### src/rtl/maxpool_2b2.sv
// 2x2 stride-2 max-pooling stage: raster-order feature-map pixels in, pooled pixels out.
// Optional build macro MAXPOOL_RELU_EN fuses a ReLU onto the pooled output.
module maxpool_2b2 #(
    parameter int unsigned DATA_W = 16,
    parameter int unsigned MAP_W  = 4,
    parameter int unsigned MAP_H  = 4
) (
    input  logic              clk,
    input  logic              rst,
    input  logic              start,
    input  logic              in_valid,
    input  logic [DATA_W-1:0] in_data,
    output logic              in_ready,
    output logic              out_valid,
    output logic [DATA_W-1:0] out_data,
    output logic              out_last,
    output logic              busy,
    output logic              done
);

    localparam int unsigned PW     = MAP_W / 2;
    localparam int unsigned PH     = MAP_H / 2;
    localparam int unsigned PCOL_W = (PW > 1) ? $clog2(PW) : 1;
    localparam int unsigned PROW_W = (PH > 1) ? $clog2(PH) : 1;

    typedef enum logic [1:0] {IDLE, RUN, DONE} state_t;

    state_t state;

    // Pixel position is kept as (pair index, odd/even phase) for column and row.
    logic              odd_col;
    logic              odd_row;
    logic [PCOL_W-1:0] pcol;
    logic [PROW_W-1:0] prow;

    logic signed [DATA_W-1:0] h;
    logic signed [DATA_W-1:0] rowbuf [PW];

    logic signed [DATA_W-1:0] pair_max_c;
    logic signed [DATA_W-1:0] pool_max_c;
    logic signed [DATA_W-1:0] pool_out_c;
    logic                     accept_c;
    logic                     last_pix_c;

    always_comb begin
        pair_max_c = ($signed(in_data) > h) ? $signed(in_data) : h;
        pool_max_c = (rowbuf[pcol] > pair_max_c) ? rowbuf[pcol] : pair_max_c;
`ifdef MAXPOOL_RELU_EN
        pool_out_c = pool_max_c[DATA_W-1] ? '0 : pool_max_c;
`else
        pool_out_c = pool_max_c;
`endif
        accept_c   = in_ready && in_valid;
        last_pix_c = odd_col && odd_row
                     && (pcol == PCOL_W'(PW - 1))
                     && (prow == PROW_W'(PH - 1));
    end

    // Row buffer needs no reset: each entry is written on an even row before use.
    always_ff @(posedge clk) begin
        if (accept_c && odd_col && !odd_row) begin
            rowbuf[pcol] <= pair_max_c;
        end
    end

    // Control FSM, position counters, hold register and registered outputs.
    always_ff @(posedge clk or posedge rst) begin
        if (rst) begin
            state     <= IDLE;
            odd_col   <= 1'b0;
            odd_row   <= 1'b0;
            pcol      <= '0;
            prow      <= '0;
            h         <= '0;
            in_ready  <= 1'b0;
            out_valid <= 1'b0;
            out_data  <= '0;
            out_last  <= 1'b0;
            busy      <= 1'b0;
            done      <= 1'b0;
        end else begin
            out_valid <= 1'b0;
            out_last  <= 1'b0;
            case (state)
                IDLE, DONE: begin
                    if (start) begin
                        state    <= RUN;
                        odd_col  <= 1'b0;
                        odd_row  <= 1'b0;
                        pcol     <= '0;
                        prow     <= '0;
                        in_ready <= 1'b1;
                        busy     <= 1'b1;
                        done     <= 1'b0;
                    end
                end
                RUN: begin
                    if (accept_c) begin
                        if (!odd_col) begin
                            h <= $signed(in_data);
                        end else if (odd_row) begin
                            out_data  <= pool_out_c;
                            out_valid <= 1'b1;
                            out_last  <= last_pix_c;
                        end
                        odd_col <= !odd_col;
                        if (odd_col) begin
                            if (pcol == PCOL_W'(PW - 1)) begin
                                pcol    <= '0;
                                odd_row <= !odd_row;
                                if (odd_row) begin
                                    prow <= prow + PROW_W'(1);
                                end
                            end else begin
                                pcol <= pcol + PCOL_W'(1);
                            end
                        end
                        if (last_pix_c) begin
                            state    <= DONE;
                            in_ready <= 1'b0;
                            busy     <= 1'b0;
                            done     <= 1'b1;
                        end
                    end
                end
                default: state <= IDLE;
            endcase
        end
    end

endmodule

### config.mk
export PLATFORM = sky130hd
export DESIGN_NAME = maxpool_2b2
export DESIGN_NICKNAME = d
export VERILOG_FILES = /design/src/rtl/maxpool_2b2.sv
export SDC_FILE = /design/constraint.sdc
export NUM_CORES = 1
export LEC_CHECK = 0
export ABC_AREA = 1
export CORE_MARGIN = 2
export CORE_UTILIZATION = 59
export CTS_BUF_LIST = sky130_fd_sc_hd__clkbuf_2
export DETAILED_ROUTE_END_ITERATION = 10
export PLACE_DENSITY_LB_ADDON = 0.05
export RECOVER_POWER = 50
export SLEW_MARGIN = 20
export SYNTH_ARGS = -nofsm -noshare
export SYNTH_HDL_FRONTEND = slang
export SYNTH_SLANG_ARGS = --single-unit
### constraint.sdc
create_clock -name clk -period 9.7 [get_ports clk]
set_clock_uncertainty 0.2 [all_clocks]
set_input_delay 2.425 -clock clk [delete_from_list [all_inputs] [get_ports clk]]
set_output_delay 2.425 -clock clk [all_outputs]
set_load 0.03 [all_outputs]
==> impl_metrics.sql, run 1 <==
INSERT INTO impl_metrics (metric_group, metric, value, unit) VALUES
('synth', 'netlist_instances', '500', ''),
('timing', 'tightestPinTransition', '2.35', 'ns'),
('die', 'placement_rows', '31', ''),
('finish', 'syn2layout_area_growth', '13.3', '%'),
('timing', 'setup_slack', '3.08', 'ns'),
('placed_design', 'dp_slack', '2.60', 'ns'),
('critical_path', 'largest_fanout_on_the_critical_path', '32', ''),
('synth', 'yosys.area_share.xor_xnor', '0', ''),
('detailed_routing', 'route.antenna.remaining_nets', '0', ''),
('finish', 'finalNetCount', '588', ''),
('clock_tree', 'max_h_tree_level', '3', ''),
('clock_tree', 'postCtsHoldBufs', '0', ''),
('clock_tree', 'clk_sink_count', '74', ''),
('clock_tree', 'post_cts_buffers', '0', ''),
('timing', 'setup_total_negative_slack', '0', 'ns'),
('die', 'floorplan.io_pins', '41', ''),
('synth', 'postSynthAreaPerCell', '8.59', 'um2'),
('placed_design', 'portBuffers', '40', ''),
('finish', 'n_fill_cell', '643', ''),
('run_status', 'violations_in_the_final_reports', 'capacitance limit, slew limit', ''),
('clock_tree', 'cts_tree', 'yes', ''),
('timing', 'finalMaxSlewViolations', '43', ''),
('finish', 'antenna_cells_inserted', '0', ''),
('synth', 'post_synth_num_cell_types', '30', ''),
('critical_path', 'worstReg2RegEnd', 'out_data[1]$_DFFE_PP0P_', ''),
('worst_hold_path', 'hold_path_startpoint', 'out_data[12]$_DFFE_PP0P_', ''),
('critical_path', 'critPathLaunchType', 'primary input', ''),
('clock_tree', 'worstSkewPairLatency', '0.54', 'ns'),
('finish', 'seq_area', '0.00201', 'mm2'),
('synth', 'synth_top_family_by_area', 'simple AND/OR/NAND/NOR gates', ''),
('synth', 'ys.flop_type', 'dfrtp_1', ''),
('clock_tree', 'numCtsBuffers', '9', ''),
('run_status', 'run_status', 'complete, but fails checks', ''),
('synth', 'synth_adder_area_share', '0.0933', ''),
('detailed_routing', 'initialDrtViolationCount', '238', ''),
('clock_tree', 'worst_setup_hold_path_clk_slew', '0.23', 'ns'),
('finish', 'layout-drive-gt1-share', '0.0943', ''),
('critical_path', 'cp.required', '9.97', 'ns'),
('timing', 'max_freq', '151', 'MHz'),
('placed_design', 'detailed_place_hpwl', '6.75', 'mm'),
('grt', 'global_route.usage.total', '0.247', ''),
('power', 'leakagePower', '2.43', 'nW'),
('timing', 'finalCritPeriodShare', '0.682', ''),
('die', 'fp.dieArea', '0.00797', 'mm2'),
('detailed_routing', 'final_routed_wirelength_across_all_metal_layers', '9.22', 'mm'),
('critical_path', 'timing.critical_path.to_type', 'flop', ''),
('worst_hold_path', 'hold_path.class', 'flop to flop', ''),
('synth', 'synthesis.nets', '552', ''),
('grt', 'wire_length_of_the_first_global_routing_pass', '14.8', 'mm'),
('detailed_routing', 'first_pass_iters', '5', ''),
('die', 'core_area', '0.00714', 'mm2'),
('synth', 'asyncSetResetFlopFracSynth', '0.568', ''),
('power', 'power.density_cell_area', '391', 'mW/mm2'),
('synth', 'synth.ff_latch_count', '74', ''),
('synth', 'sequential_area_share_after_synthesis', '0.469', ''),
('grt', 'grt_max_degree', '43', ''),
('synth', 'yosysWarnings', '0', ''),
('run', 'max_cap_viol_count', '1', ''),
('detailed_routing', 'routed_wl_per_cell', '14.4', 'um'),
('die', 'die_h', '89.3', 'um'),
('timing', 'setup_repair_after_global_routing_missed_its_margin', 'false', ''),
('synth', 'synth-compound-area-share', '0.0574', ''),
('critical_path', 'criticalPathCategory', 'primary input to flop', ''),
('die', 'floorplan.initialDensity', '0.602', ''),
('grt', 'vias_in_the_first_global_route', '3191', ''),
('clock_tree', 'ctsRootBufferMaster', 'clkbuf_2', ''),
('grt', 'number_of_antenna_violations_at_the_first_check_in_global_routing', '0', ''),
('grt', 'overflow', '0', ''),
('worst_hold_path', 'worstHoldEndpoint', 'out_data[12]$_DFFE_PP0P_', ''),
('timing', 'period_needed', '6.62', 'ns'),
('detailed_routing', 'routed_via_density', '5.29', '');
worst max-delay path by stage:
stage / from / to / slack (ns) / depth (start not counted)
floorplan: in_data[15] / out_data[15]$_DFFE_PP0P_ / 4.26 / 23
global placement: in_data[15] / out_data[1]$_DFFE_PP0P_ / 2.73 / 22
detailed placement: in_data[15] / out_data[1]$_DFFE_PP0P_ / 2.60 / 22
CTS: in_data[15] / out_data[8]$_DFFE_PP0P_ / 3.13 / 22
global route: in_data[15] / out_data[1]$_DFFE_PP0P_ / 2.65 / 22
finish: in_data[15] / out_data[1]$_DFFE_PP0P_ / 3.08 / 21
cells in the mapped netlist (2+ instances only):
master    count  area (um2)
clkbuf_1      9        33.8
dfrtp_1      42        1050
nand4_1      20         125
buf_4         3        22.5
inv_1        53         199
nand3_1       8        40.0
nor2_2        5        31.3
nor2_1       59         221
o21ai_0       5        25.0
nor4_1        2        12.5
nand2_2       2        12.5
edfxtp_1     32         961
inv_2         2        7.51
nand3_2      14         140
nand2_1     151         567
o21ai_1       3        15.0
buf_2         3        15.0
nand2_4      11         124
a21oi_1      32         160
ha_1         32         400
a21oi_2       2        17.5
buf_6         2        22.5
critical path, cell delays in order:
cell	delay (ns)
clkdlybuf4s50_1	0.47
ha_1	0.40
a21oi_1	0.18
o21ai_1	0.09
a21oi_2	0.15
nand3_2	0.32
nand3_4	0.44
nand2_1	0.16
nand2_1	0.13
inv_1	0.06
ha_1	0.32
a21oi_1	0.18
o21ai_0	0.11
nor2_1	0.15
nand3_1	0.08
nand2_1	0.07
nand3_2	0.55
nor2_1	0.32
nor2_1	0.08
nand2_1	0.13
nand2_1	0.06
power by group:
| part | switching [W] | total, W | internal, W |
|---|---|---|---|
| combinational | 0.000760 | 0.00115 | 0.000390 |
| sequential | 0.0000730 | 0.000532 | 0.000459 |
| clock | 0.000109 | 0.000220 | 0.000110 |
flip-flops by register name, indices dropped and copies added (netlist names), 2 cells and up:
signal,flops
h,16
out_data,16
rowbuf,32
state,2
cells in the final DEF, fill, tap and decap left out, types with 11 or more instances in the layout:
master	Yosys	layout
a21oi_1	32	33
clkdlybuf4s50_1	0	38
dfrtp_1	42	42
edfxtp_1	32	32
ha_1	32	32
inv_1	53	52
nand2_1	151	150
nand2_4	11	11
nand3_2	14	14
nand4_1	20	20
nor2_1	59	60
layout make-up:
type / instances / area share
clock inverter: 6 / 0.0216
multi-input combinational: 353 / 0.402
inverter: 55 / 0.0424
timing repair buffer: 43 / 0.0846
clock buffer: 10 / 0.0103
sequential: 74 / 0.413
tap: 99 / 0.0255
stage by stage:
stage                util  area, um2  power, W  hold WS, ns  std cells
floorplan               -       4290   0.00144        0.295        500
global placement    0.664       4740   0.00165        0.262        624
detailed placement  0.664       4740   0.00169        0.268        624
CTS                 0.686       4890   0.00191        0.309        640
global route        0.682       4870   0.00207        0.334        640
finish              0.682       4870   0.00190        0.306        640
routing by layer:
metal | wire, um | global-route usage
met2 | 4210 | 0.382
met3 | 409 | 0.0554
met5 | 0 | 0
met1 | 4480 | 0.347
met4 | 127 | 0.0841
kinds of logic after synthesis:
| logic type | after synthesis |
|---|---|
| AOI/OAI and AO/OA | 46 |
| DFF | 74 |
| buffers and inverters | 73 |
| adders and majority gates | 32 |
| and+or+nand+nor | 275 |
No activity file was read; power rests on OpenSTA's default activity.
==> inputs of run 2 (changes only) <==
--- a/config.mk
+++ b/config.mk
@@ -7,7 +7,7 @@
 export LEC_CHECK = 0
 export ABC_AREA = 1
 export CORE_MARGIN = 2
-export CORE_UTILIZATION = 59
+export CORE_UTILIZATION = 54
 export CTS_BUF_LIST = sky130_fd_sc_hd__clkbuf_2
 export DETAILED_ROUTE_END_ITERATION = 10
 export PLACE_DENSITY_LB_ADDON = 0.05
==> constraint.sdc (replaced) <==
create_clock -name clk -period 5.5 [get_ports clk]
set_clock_uncertainty 0.2 [all_clocks]
set_input_delay 1.375 -clock clk [delete_from_list [all_inputs] [get_ports clk]]
set_output_delay 1.375 -clock clk [all_outputs]
set_load 0.03 [all_outputs]
==> run 2 against run 1 <==
Compared with the run above: the flow still finishes with violations (capacitance limit, slew limit); setup slack got worse by 2.5 ns; power increased by 80%; critical endpoint is now out_data[4]$_DFFE_PP0P_; sequential cell count stayed put; global-route usage decreased by 2.1 points; highest routed layer unchanged; worst hold slack better by 0.0048 ns; register-to-register slack worse by 3.5 ns; sequential power grew 76%; largest cell class unchanged.
==> impl_metrics.sql, run 2 (synthesized netlist as in run 1, its figures left out) <==
INSERT INTO impl_metrics (metric_group, metric, value, unit) VALUES
('finish', 'reg_top3', 'rowbuf (32), h (16), out_data (16)', ''),
('die', 'floorplan.io_pins', '41', ''),
('power', 'p_int', '0.00177', 'W'),
('detailed_routing', 'final_routed_wirelength_across_all_metal_layers', '8.93', 'mm'),
('timing', 'period_needed', '4.87', 'ns'),
('clock_tree', 'numCtsBuffers', '9', ''),
('clock_tree', 'max_h_tree_level', '3', ''),
('timing', 'max_freq', '205', 'MHz'),
('critical_path', 'startpoint', 'in_data[15]', ''),
('timing', 'finalMaxSlewViolations', '43', ''),
('grt', 'overflow', '0', ''),
('clock_tree', 'postCtsHoldBufs', '0', ''),
('detailed_routing', 'first_pass_iters', '4', ''),
('die', 'core_area', '0.00773', 'mm2'),
('power', 'leakagePower', '2.45', 'nW'),
('clock_tree', 'worst_setup_hold_path_clk_slew', '0.19', 'ns'),
('critical_path', 'critPathLaunchType', 'primary input', ''),
('die', 'die_h', '93.2', 'um'),
('run_status', 'violations_in_the_final_reports', 'capacitance limit, slew limit', ''),
('clock_tree', 'clk_sink_count', '74', ''),
('worst_hold_path', 'hold_path_startpoint', 'out_data[2]$_DFFE_PP0P_', ''),
('timing', 'setup_repair_after_global_routing_missed_its_margin', 'false', ''),
('detailed_routing', 'vias', '3257', ''),
('detailed_routing', 'route.antenna.remaining_nets', '0', ''),
('grt', 'number_of_antenna_violations_at_the_first_check_in_global_routing', '0', ''),
('detailed_routing', 'routed_wl_per_cell', '13.8', 'um'),
('clock_tree', 'post_cts_buffers', '0', ''),
('detailed_routing', 'wl_met1', '4.38', 'mm'),
('finish', 'finalNetCount', '592', ''),
('worst_hold_path', 'hold_path.class', 'flop to flop', ''),
('power', 'switchingPower', '0.00166', 'W'),
('run', 'max_cap_viol_count', '1', ''),
('power', 'power.switching_fraction', '0.485', ''),
('clock_tree', 'cts_tree', 'yes', ''),
('run_status', 'run_status', 'complete, but fails checks', ''),
('finish', 'postLayoutCoreUtil', '0.636', ''),
('finish', 'largest_register_ff_count', '32', ''),
('finish', 'registers.top_by_ff_count', 'rowbuf', ''),
('detailed_routing', 'initialDrtViolationCount', '157', ''),
('timing', 'final-hold-violation-count', '0', ''),
('critical_path', 'timing.critical_path.to_type', 'flop', ''),
('finish', 'syn2layout_area_growth', '14.5', '%'),
('clock_tree', 'cts.repair.resized', '0', ''),
('detailed_routing', 'dr_wl_met2', '3.98', 'mm'),
('power', 'fin_total_pwr', '0.00343', 'W'),
('timing', 'timing.max_slew.rel_slack', '-0.585', ''),
('critical_path', 'largest_fanout_on_the_critical_path', '18', ''),
('critical_path', 'reg2regPathDepth', '24', ''),
('power', 'power.density_cell_area', '698', 'mW/mm2'),
('finish', 'most-common-layout-cells', '151 x nand2_1, 60 x nor2_1, 52 x inv_1', ''),
('grt', 'grt_max_degree', '43', ''),
('grt', 'vias_in_the_first_global_route', '3138', ''),
('detailed_routing', 'drc', '0', ''),
('power', 'clock_power_share', '0.114', ''),
('critical_path', 'crit_arrival', '5.09', 'ns'),
('clock_tree', 'worstSkewPairLatency', '0.53', 'ns'),
('die', 'fp.dieArea', '0.00868', 'mm2'),
('timing', 'tightestPinTransition', '2.38', 'ns'),
('detailed_routing', 'met3WireLength', '477', 'um'),
('finish', 'mostFrequentLayoutCell', 'nand2_1', ''),
('finish', 'antenna_cells_inserted', '0', ''),
('timing', 'fin_hold_ws', '0.311', 'ns'),
('clock_tree', 'clockBufferDepth', '2', ''),
('critical_path', 'cp.required', '5.72', 'ns'),
('critical_path', 'worst_r2r_startpoint', 'h[15]$_DFFE_PP0P_', ''),
('critical_path', 'criticalPathCategory', 'primary input to flop', ''),
('power', 'power_frac_seq', '0.272', ''),
('timing', 'setup_slack', '0.627', 'ns'),
('detailed_routing', 'top_routing_layer_in_use', 'met4', ''),
('power', 'vdd.ir_drop.worst', '0.305', 'mV'),
('placed_design', 'gp_congestion', '0.843', ''),
('grt', 'global_route.usage.total', '0.226', ''),
('clock_tree', 'ctsRootBufferMaster', 'clkbuf_2', ''),
('timing', 'timing.final.setup_violations', '0', ''),
('timing', 'finalCritPeriodShare', '0.886', ''),
('finish', 'layout-drive-gt1-share', '0.101', ''),
('placed_design', 'detailed_place_hpwl', '6.56', 'mm'),
('detailed_routing', 'routed_via_density', '5.03', ''),
('die', 'die-width', '93.2', 'um'),
('power', 'share_comb_of_total_power', '0.613', ''),
('die', 'floorplan.initialDensity', '0.556', ''),
('die', 'placement_rows', '32', ''),
('worst_hold_path', 'whs_path_depth', '2', ''),
('grt', 'wire_length_of_the_first_global_routing_pass', '15.1', 'mm'),
('placed_design', 'dp_slack', '0.107', 'ns'),
('timing', 'setup_total_negative_slack', '0', 'ns'),
('placed_design', 'portBuffers', '40', '');
run 2: cell types whose count changed in the layout (fill, tap and decap cells not counted):
cell	before	now
buf_4	0	3
nor4_2	0	1
nor4_1	2	1
nand2_2	3	2
nand2_1	150	151
buf_12	0	1
run 2: stage by stage:
step / area, um2 / instances
after global routing: 4920 / 647
after detailed placement: 4780 / 631
after global placement: 4780 / 631
after CTS: 4940 / 647
after floorplan: 4290 / 500
final: 4920 / 647
run 2: worst paths after layout:
kind                       slack, ns                       to
max                             0.63  out_data[4]$_DFFE_PP0P_
min                             0.31  out_data[2]$_DFFE_PP0P_
max reg2reg                     1.48  out_data[4]$_DFFE_PP0P_
min reg2reg                     0.31  out_data[2]$_DFFE_PP0P_
max in group asynchronous       1.81        h[14]$_DFFE_PP0P_
min in group asynchronous       1.93  out_data[3]$_DFFE_PP0P_
run 2: power by group through the flow:
stage | Clock, W | Combinational (W) | Sequential (W)
after floorplan | 0 | 0.00150 | 0.00104
after global placement | 0 | 0.00205 | 0.000946
after detailed placement | 0 | 0.00211 | 0.000950
after CTS | 0.000398 | 0.00212 | 0.000936
after global routing | 0.000417 | 0.00239 | 0.000956
final | 0.000392 | 0.00210 | 0.000935
run 2: routing by layer:
| layer | GRT usage | vias up |
|---|---|---|
| met5 | 0 | - |
| met4 | 0.0797 | 0 |
| met3 | 0.0322 | 9 |
| met2 | 0.341 | 76 |
| met1 | 0.334 | 1467 |
| li1 | - | 1705 |
run 2: worst max-delay path, cell delays in order:
cell             delay [ns]
clkdlybuf4s50_1        0.46
ha_1                   0.39
nand2_2                0.11
nor3_4                 0.23
nand2_2                0.09
nand2_1                0.12
nand2_4                0.14
nand3_4                0.30
nand2_4                0.08
nand2_1                0.12
inv_1                  0.06
ha_1                   0.33
nand2_1                0.09
nor2_2                 0.15
nand3_2                0.10
nor2_2                 0.11
nand2_1                0.09
nand4_1                0.11
nand3_2                0.12
buf_12                 0.18
nor2_1                 0.11
nor2_1                 0.05
nand2_1                0.11
nand2_1                0.05
run 2: cell type report:
class | instances | area, um2
flip-flops and latches | 74 | 2010
inverters | 55 | 206
clock buffers | 10 | 50.0
clock inverters | 6 | 105
repair buffers | 47 | 454
well taps | 102 | 128
fillers | 677 | 2810
multi-input cells | 353 | 1960
